[src/rtl/trigger_pkg.sv]
// Shared types and defaults for the multi-channel trigger/debounce block.
package trigger_pkg;

  typedef enum logic [2:0] {
    READY   = 3'd0,
    SETTLE  = 3'd1,
    REFRESH = 3'd2,
    BLOCK   = 3'd3,
    HOLD    = 3'd4
  } state_e;

  localparam int unsigned DEF_DIGITS          = 6;
  localparam int unsigned DEF_SETTLE_CYCLES   = 16;
  localparam int unsigned DEF_DEBOUNCE_CYCLES = 8176;
  localparam int unsigned DEF_HOLD_CYCLES     = 262144;
  localparam int unsigned DEF_REPEAT_CYCLES   = 65536;
  localparam int unsigned DEF_CNT_W           = 20;

  // A cycle count is usable when it is non-zero and fits the counter.
  function automatic bit cycles_ok(int unsigned c, int unsigned w);
    return (c != 0) && ((w >= 32) || (c < (32'd1 << w)));
  endfunction

endpackage

[src/rtl/sync_2ff.sv]
// Two-flop synchroniser for a bus of independent asynchronous inputs.
module sync_2ff #(
  parameter int unsigned WIDTH = 1
) (
  input  logic             clk,
  input  logic             rst_n,
  input  logic [WIDTH-1:0] d_i,
  output logic [WIDTH-1:0] q_o
);

  logic [WIDTH-1:0] meta_q;
  logic [WIDTH-1:0] sync_q;

  // NOTE: non-blocking assignments make both flops sample the old values,
  // giving a true two-stage chain rather than a single collapsed flop.
  always_ff @(posedge clk or negedge rst_n) begin
    if (!rst_n) begin
      meta_q <= '0;
      sync_q <= '0;
    end else begin
      meta_q <= d_i;
      sync_q <= meta_q;
    end
  end

  assign q_o = sync_q;

endmodule

[src/rtl/input_trigger_multi.sv]
// Multi-channel edge trigger: inc pulse, delayed refresh pulse, debounce
// lockout and optional hold-to-auto-repeat.
module input_trigger_multi
  import trigger_pkg::*;
#(
  parameter int unsigned DIGITS          = DEF_DIGITS,
  parameter int unsigned SETTLE_CYCLES   = DEF_SETTLE_CYCLES,
  parameter int unsigned DEBOUNCE_CYCLES = DEF_DEBOUNCE_CYCLES,
  parameter int unsigned HOLD_CYCLES     = DEF_HOLD_CYCLES,
  parameter int unsigned REPEAT_CYCLES   = DEF_REPEAT_CYCLES,
  parameter int unsigned CNT_W           = DEF_CNT_W
) (
  input  logic              clk,
  input  logic              reset,
  input  logic [DIGITS-1:0] trigger,
  input  logic [DIGITS-1:0] enable_mask,
  input  logic              repeat_en,
  output logic              inc_clk,
  output logic [DIGITS-1:0] inc_sel,
  output logic              ref_clk,
  output logic              busy
);

  localparam bit PARAMS_OK = cycles_ok(SETTLE_CYCLES, CNT_W)
                          && cycles_ok(DEBOUNCE_CYCLES, CNT_W)
                          && cycles_ok(HOLD_CYCLES, CNT_W)
                          && cycles_ok(REPEAT_CYCLES, CNT_W);

  localparam logic [CNT_W-1:0] SETTLE_LAST   = CNT_W'(SETTLE_CYCLES - 1);
  localparam logic [CNT_W-1:0] DEBOUNCE_LAST = CNT_W'(DEBOUNCE_CYCLES - 1);
  localparam logic [CNT_W-1:0] HOLD_LAST     = CNT_W'(HOLD_CYCLES - 1);
  localparam logic [CNT_W-1:0] REPEAT_LAST   = CNT_W'(REPEAT_CYCLES - 1);

  param_check: assert property (@(posedge clk) PARAMS_OK);

  logic [DIGITS-1:0] s;
  logic [DIGITS-1:0] new_edges;
  logic [DIGITS-1:0] rep_sel;
  logic [CNT_W-1:0]  hold_last;

  state_e            state_q, state_d;
  logic [CNT_W-1:0]  cnt_q, cnt_d;
  logic [DIGITS-1:0] prev_q, prev_d;
  logic [DIGITS-1:0] held_q, held_d;
  logic              repeating_q, repeating_d;
  logic              inc_q, inc_d;
  logic [DIGITS-1:0] inc_sel_q, inc_sel_d;
  logic              ref_q, ref_d;

  sync_2ff #(.WIDTH(DIGITS)) u_sync (
    .clk   (clk),
    .rst_n (reset),
    .d_i   (trigger),
    .q_o   (s)
  );

  assign new_edges = s & ~prev_q & enable_mask;
  assign rep_sel   = s & held_q & enable_mask;
  assign hold_last = repeating_q ? REPEAT_LAST : HOLD_LAST;

  // NOTE: every variable gets a default before the case so no path leaves
  // one unassigned, which would otherwise infer a latch.
  always_comb begin
    state_d     = state_q;
    cnt_d       = cnt_q;
    prev_d      = prev_q;
    held_d      = held_q;
    repeating_d = repeating_q;
    inc_d       = 1'b0;
    inc_sel_d   = '0;
    ref_d       = 1'b0;

    unique case (state_q)
      READY: begin
        prev_d = s;
        if (|new_edges) begin
          state_d     = SETTLE;
          inc_d       = 1'b1;
          inc_sel_d   = new_edges;
          held_d      = new_edges;
          repeating_d = 1'b0;
          cnt_d       = '0;
        end
      end
      SETTLE: begin
        if (cnt_q == SETTLE_LAST) begin
          state_d = REFRESH;
          ref_d   = 1'b1;
          cnt_d   = '0;
        end else begin
          cnt_d = cnt_q + CNT_W'(1);
        end
      end
      REFRESH: begin
        state_d = BLOCK;
        cnt_d   = '0;
      end
      BLOCK: begin
        if (cnt_q == DEBOUNCE_LAST) begin
          cnt_d   = '0;
          state_d = (repeat_en && |(s & held_q)) ? HOLD : READY;
        end else begin
          cnt_d = cnt_q + CNT_W'(1);
        end
      end
      HOLD: begin
        prev_d = s;
        // A fresh press outranks the repeat of the channel being held.
        if (|new_edges) begin
          state_d     = SETTLE;
          inc_d       = 1'b1;
          inc_sel_d   = new_edges;
          held_d      = new_edges;
          repeating_d = 1'b0;
          cnt_d       = '0;
        end else if (!repeat_en || !(|(s & held_q))) begin
          state_d = READY;
          cnt_d   = '0;
        end else if (cnt_q == hold_last) begin
          cnt_d = '0;
          if (|rep_sel) begin
            state_d     = SETTLE;
            inc_d       = 1'b1;
            inc_sel_d   = rep_sel;
            held_d      = rep_sel;
            repeating_d = 1'b1;
          end else begin
            state_d = READY;
          end
        end else begin
          cnt_d = cnt_q + CNT_W'(1);
        end
      end
      default: begin
        state_d = READY;
        cnt_d   = '0;
      end
    endcase
  end

  always_ff @(posedge clk or negedge reset) begin
    if (!reset) begin
      state_q     <= READY;
      cnt_q       <= '0;
      prev_q      <= '0;
      held_q      <= '0;
      repeating_q <= 1'b0;
      inc_q       <= 1'b0;
      inc_sel_q   <= '0;
      ref_q       <= 1'b0;
    end else begin
      state_q     <= state_d;
      cnt_q       <= cnt_d;
      prev_q      <= prev_d;
      held_q      <= held_d;
      repeating_q <= repeating_d;
      inc_q       <= inc_d;
      inc_sel_q   <= inc_sel_d;
      ref_q       <= ref_d;
    end
  end

  assign inc_clk = inc_q;
  assign inc_sel = inc_sel_q;
  assign ref_clk = ref_q;
  assign busy    = (state_q != READY);

endmodule

[config.mk]
export PLATFORM = sky130hd
export DESIGN_NAME = input_trigger_multi
export DESIGN_NICKNAME = d
export VERILOG_FILES = /design/src/rtl/trigger_pkg.sv /design/src/rtl/sync_2ff.sv /design/src/rtl/input_trigger_multi.sv
export SDC_FILE = /design/constraint.sdc
export NUM_CORES = 1
export LEC_CHECK = 0
export CAP_MARGIN = 15
export CORE_ASPECT_RATIO = 1.2
export CORE_MARGIN = 2
export CORE_UTILIZATION = 60
export DETAILED_ROUTE_END_ITERATION = 10
export GPL_ROUTABILITY_DRIVEN = 0
export GPL_TIMING_DRIVEN = 0
export PLACE_DENSITY_LB_ADDON = 0.1
export SETUP_SLACK_MARGIN = 0.1
export SLEW_MARGIN = 10
export SYNTH_ARGS = -nofsm -noshare
export SYNTH_HDL_FRONTEND = slang
export SYNTH_SLANG_ARGS = --single-unit
[constraint.sdc]
create_clock -name clk -period 3.8 [get_ports clk]
set_clock_uncertainty 0.05 [all_clocks]
set_input_delay 0.76 -clock clk [delete_from_list [all_inputs] [get_ports clk]]
set_output_delay 0.76 -clock clk [all_outputs]
set_load 0.05 [all_outputs]
==> results.md <==
* Mapped Avg Cell Area at 9.611 µm²
* Drt drc at 0
* Die Width at 64.70 µm
* Area Growth Syn to Fin at 17.88%
* Commonest non-fill, non-tap cell in the layout: dfrtp_1
* # diodes at 0
* Layout cells sized above 1 at 0.07143
* Setup ws final at 813.8 ps
* CP Capture Type: flop
* Sequential fraction of the synthesis area at 0.5283
* Non-filler cells, final at 364
* Die area at 4971 µm²
* Worst hold stages at 0
* Min Hold Slack at 304.3 ps
* Core area at 4262 µm²
* Total gr overflow at 0
* Detailed Route WL at 5981 µm
* Ys async rst share at 1.000
* Slew headroom at 0.3866
* Min Clock Period, post-route at 2986 ps
* Final HPWL DP at 4299 µm
* TritonCTS clock tree: yes
* Pre-CTS setup slack at 556.7 ps
* Finished Cell Area at between 3000 and 4000 µm²
* 1st-iter DRT viols at 200
* CTS H-tree lvls at 2
* Largest net degree at the start of global routing at 34
* Pre-antenna DRT Iters at 5
* # IOs at 24
* Status: completed
* R2R cell count at 7
* Mean routed wirelength per cell at 16.43 µm
* Worst Hold Class: reg -> reg
* CTS max path bufs at 2
* Reg clk slew, reported paths at approximately 100 ps
* Vias in the first global route at roughly 2200
* Netlist cell types at 45
* Post-Synthesis Cells at 276
* Finished Core Util at 0.7337
* Post-CTS Resized at 0
* Startpoint Class: input pin
* Final Hold Fails at 0
* Initial antenna violation count at 0
* DP Cell Count at 356
* Clk_lat worst skew at 310 ps
* Yosys reg bits at 56
* Most frequent cells in the layout: dfrtp_1, nand2_1, clkdlybuf4s50_1
* Fin crit share at 0.7858
* Hold Buf Count CTS at 0
* Setup bufs post-CTS at 0
* Top FF cell, synth: dfrtp_1
* Syn_nets at between 200 and 300
* CTS sink count at 56
* Required @ worst endpoint at around 4000 ps
* IO buf count at 23
* CP arrival at 3150 ps
* Num CTS Buffers at 5
* Row cnt at 26
* P per Cell Area at between 300 and 400 nW/µm²
* Routed vias/inst at 6.206
* Synthesized area at roughly 2700 µm²
* Max Slew Vio Count at 0
* Die span in y at 76.84 µm
* Post-synth EDFFs at 0
* Area after DPL at 2968 µm²
* First-pass GRT wire length at 10070 µm
* Worst ir drop on vdd at 0.2034 mV
* Final nets at around 320
* Detail Route Antenna Nets at 0
* Slew @ Worst Pin at roughly 910 ps
* Root buf cell: clkbuf_8
* Via count at 2259
* Leak Pwr at 1.359 nW
* Number of fill cells at approximately 300
* F_max at 334.9 MHz
* Yosys warning count at 0
* Setup TNS at 0 ps
* Setup CP Type: in -> reg
* Initial Utilization at 0.6224
* Final setup viols at 0
* RSZ-0062 raised after global routing: no
* Critical-path maximum fanout at 7
* Max Cap Violations at 0
* Design Power at roughly 1.2 mW
* GRT Util Overall at 0.2615
[layer usage]
| metal | share of wire | vias up | wire length [µm] | global-route usage |
|---|---|---|---|---|
| met5 | 0 | - | 0 | 0 |
| met4 | 0.019 | 0 | 113 | 0.1064 |
| met3 | 0.059 | 13 | 354 | 0.05865 |
| met2 | 0.52 | 90 | 3122 | 0.4438 |
| met1 | 0.40 | 1075 | 2390 | 0.3202 |
| li1 | - | 1081 | - | - |
[state kept, by name (all words and copies together) (netlist names)]
signal,cells
state_q,3
prev_q,6
u_sync.meta_q,6
inc_clk,1
held_q,6
cnt_q,20
ref_clk,1
repeating_q,1
u_sync.q_o,6
inc_sel,6
[cell usage after synthesis, types with 2 or more instances]
master    instances  area (µm²)
a211oi_1          6       45.04
xnor2_1           2       17.52
buf_4             2       15.01
o21ai_1           2       10.01
nor3_1            9       45.04
nand3_1          12       60.06
o22ai_1           5       31.28
a22o_1            4       35.03
buf_2             2       10.01
a21oi_1          18       90.09
dfrtp_1          56        1401
nor2_1           12       45.04
nand4_1           7       43.79
and3_1           10       62.56
o21ai_0           8       40.04
inv_1             8       30.03
o21bai_1          3       22.52
nor4_1            4       25.02
o32ai_1           6       52.55
nor2b_1           2       12.51
a31oi_1          11       68.82
or3b_2            2       17.52
nand2_1          52       195.2
a22oi_1           3       22.52
or3_1             6       37.54
clkbuf_1          5       18.77
[where the power goes]
part / switching [mW] / internal, mW
logic: 0.0216 / 0.0173
registers: 0.00581 / 0.602
clock network: 0.195 / 0.329
[worst paths after layout]
check	slack, ps	start	to
worst min-delay path	300	u_sync.meta_q[3]	u_sync.q_o[3]
max in group asynchronous	2770	reset	u_sync.meta_q[4]
worst min register to register	300	u_sync.meta_q[3]	u_sync.q_o[3]
worst max register to register	900	cnt_q[0]	inc_sel[5]
min in group asynchronous	370	reset	u_sync.q_o[1]
worst max-delay path	810	enable_mask[2]	inc_sel[5]
[critical path: stages]
cell and delay, ps:
clkdlybuf4s50_1 450, nand2_1 140, o22ai_1 120, or3_1 350, clkbuf_1 180, nor3_1 720
nand2_1 140, a211oi_1 290
[cells by family after synthesis]
group | after synthesis | synth area share
AO/OA/AOI/OAI | 74 | 0.1943
XOR/XNOR | 3 | 0.009907
adder cells (fa/ha/maj) | 1 | 0.004716
buffers and inverters | 18 | 0.03207
flip-flops | 56 | 0.5283
multiplexers | 1 | 0.003774
AND/OR/NAND/NOR | 123 | 0.2269
[final cells by class]
cell class	count	area [µm²]	area share
multi-input cells	202	1166	0.3729
plain buffers	10	55.05	0.01761
inverters	8	30.03	0.009604
clock buffers	5	68.82	0.02201
well taps	56	70.07	0.02241
clock inverters	3	90.09	0.02881
repair buffers	24	245.2	0.07843
flip-flops and latches	56	1401	0.4482
(Power assumes the default switching activity.)
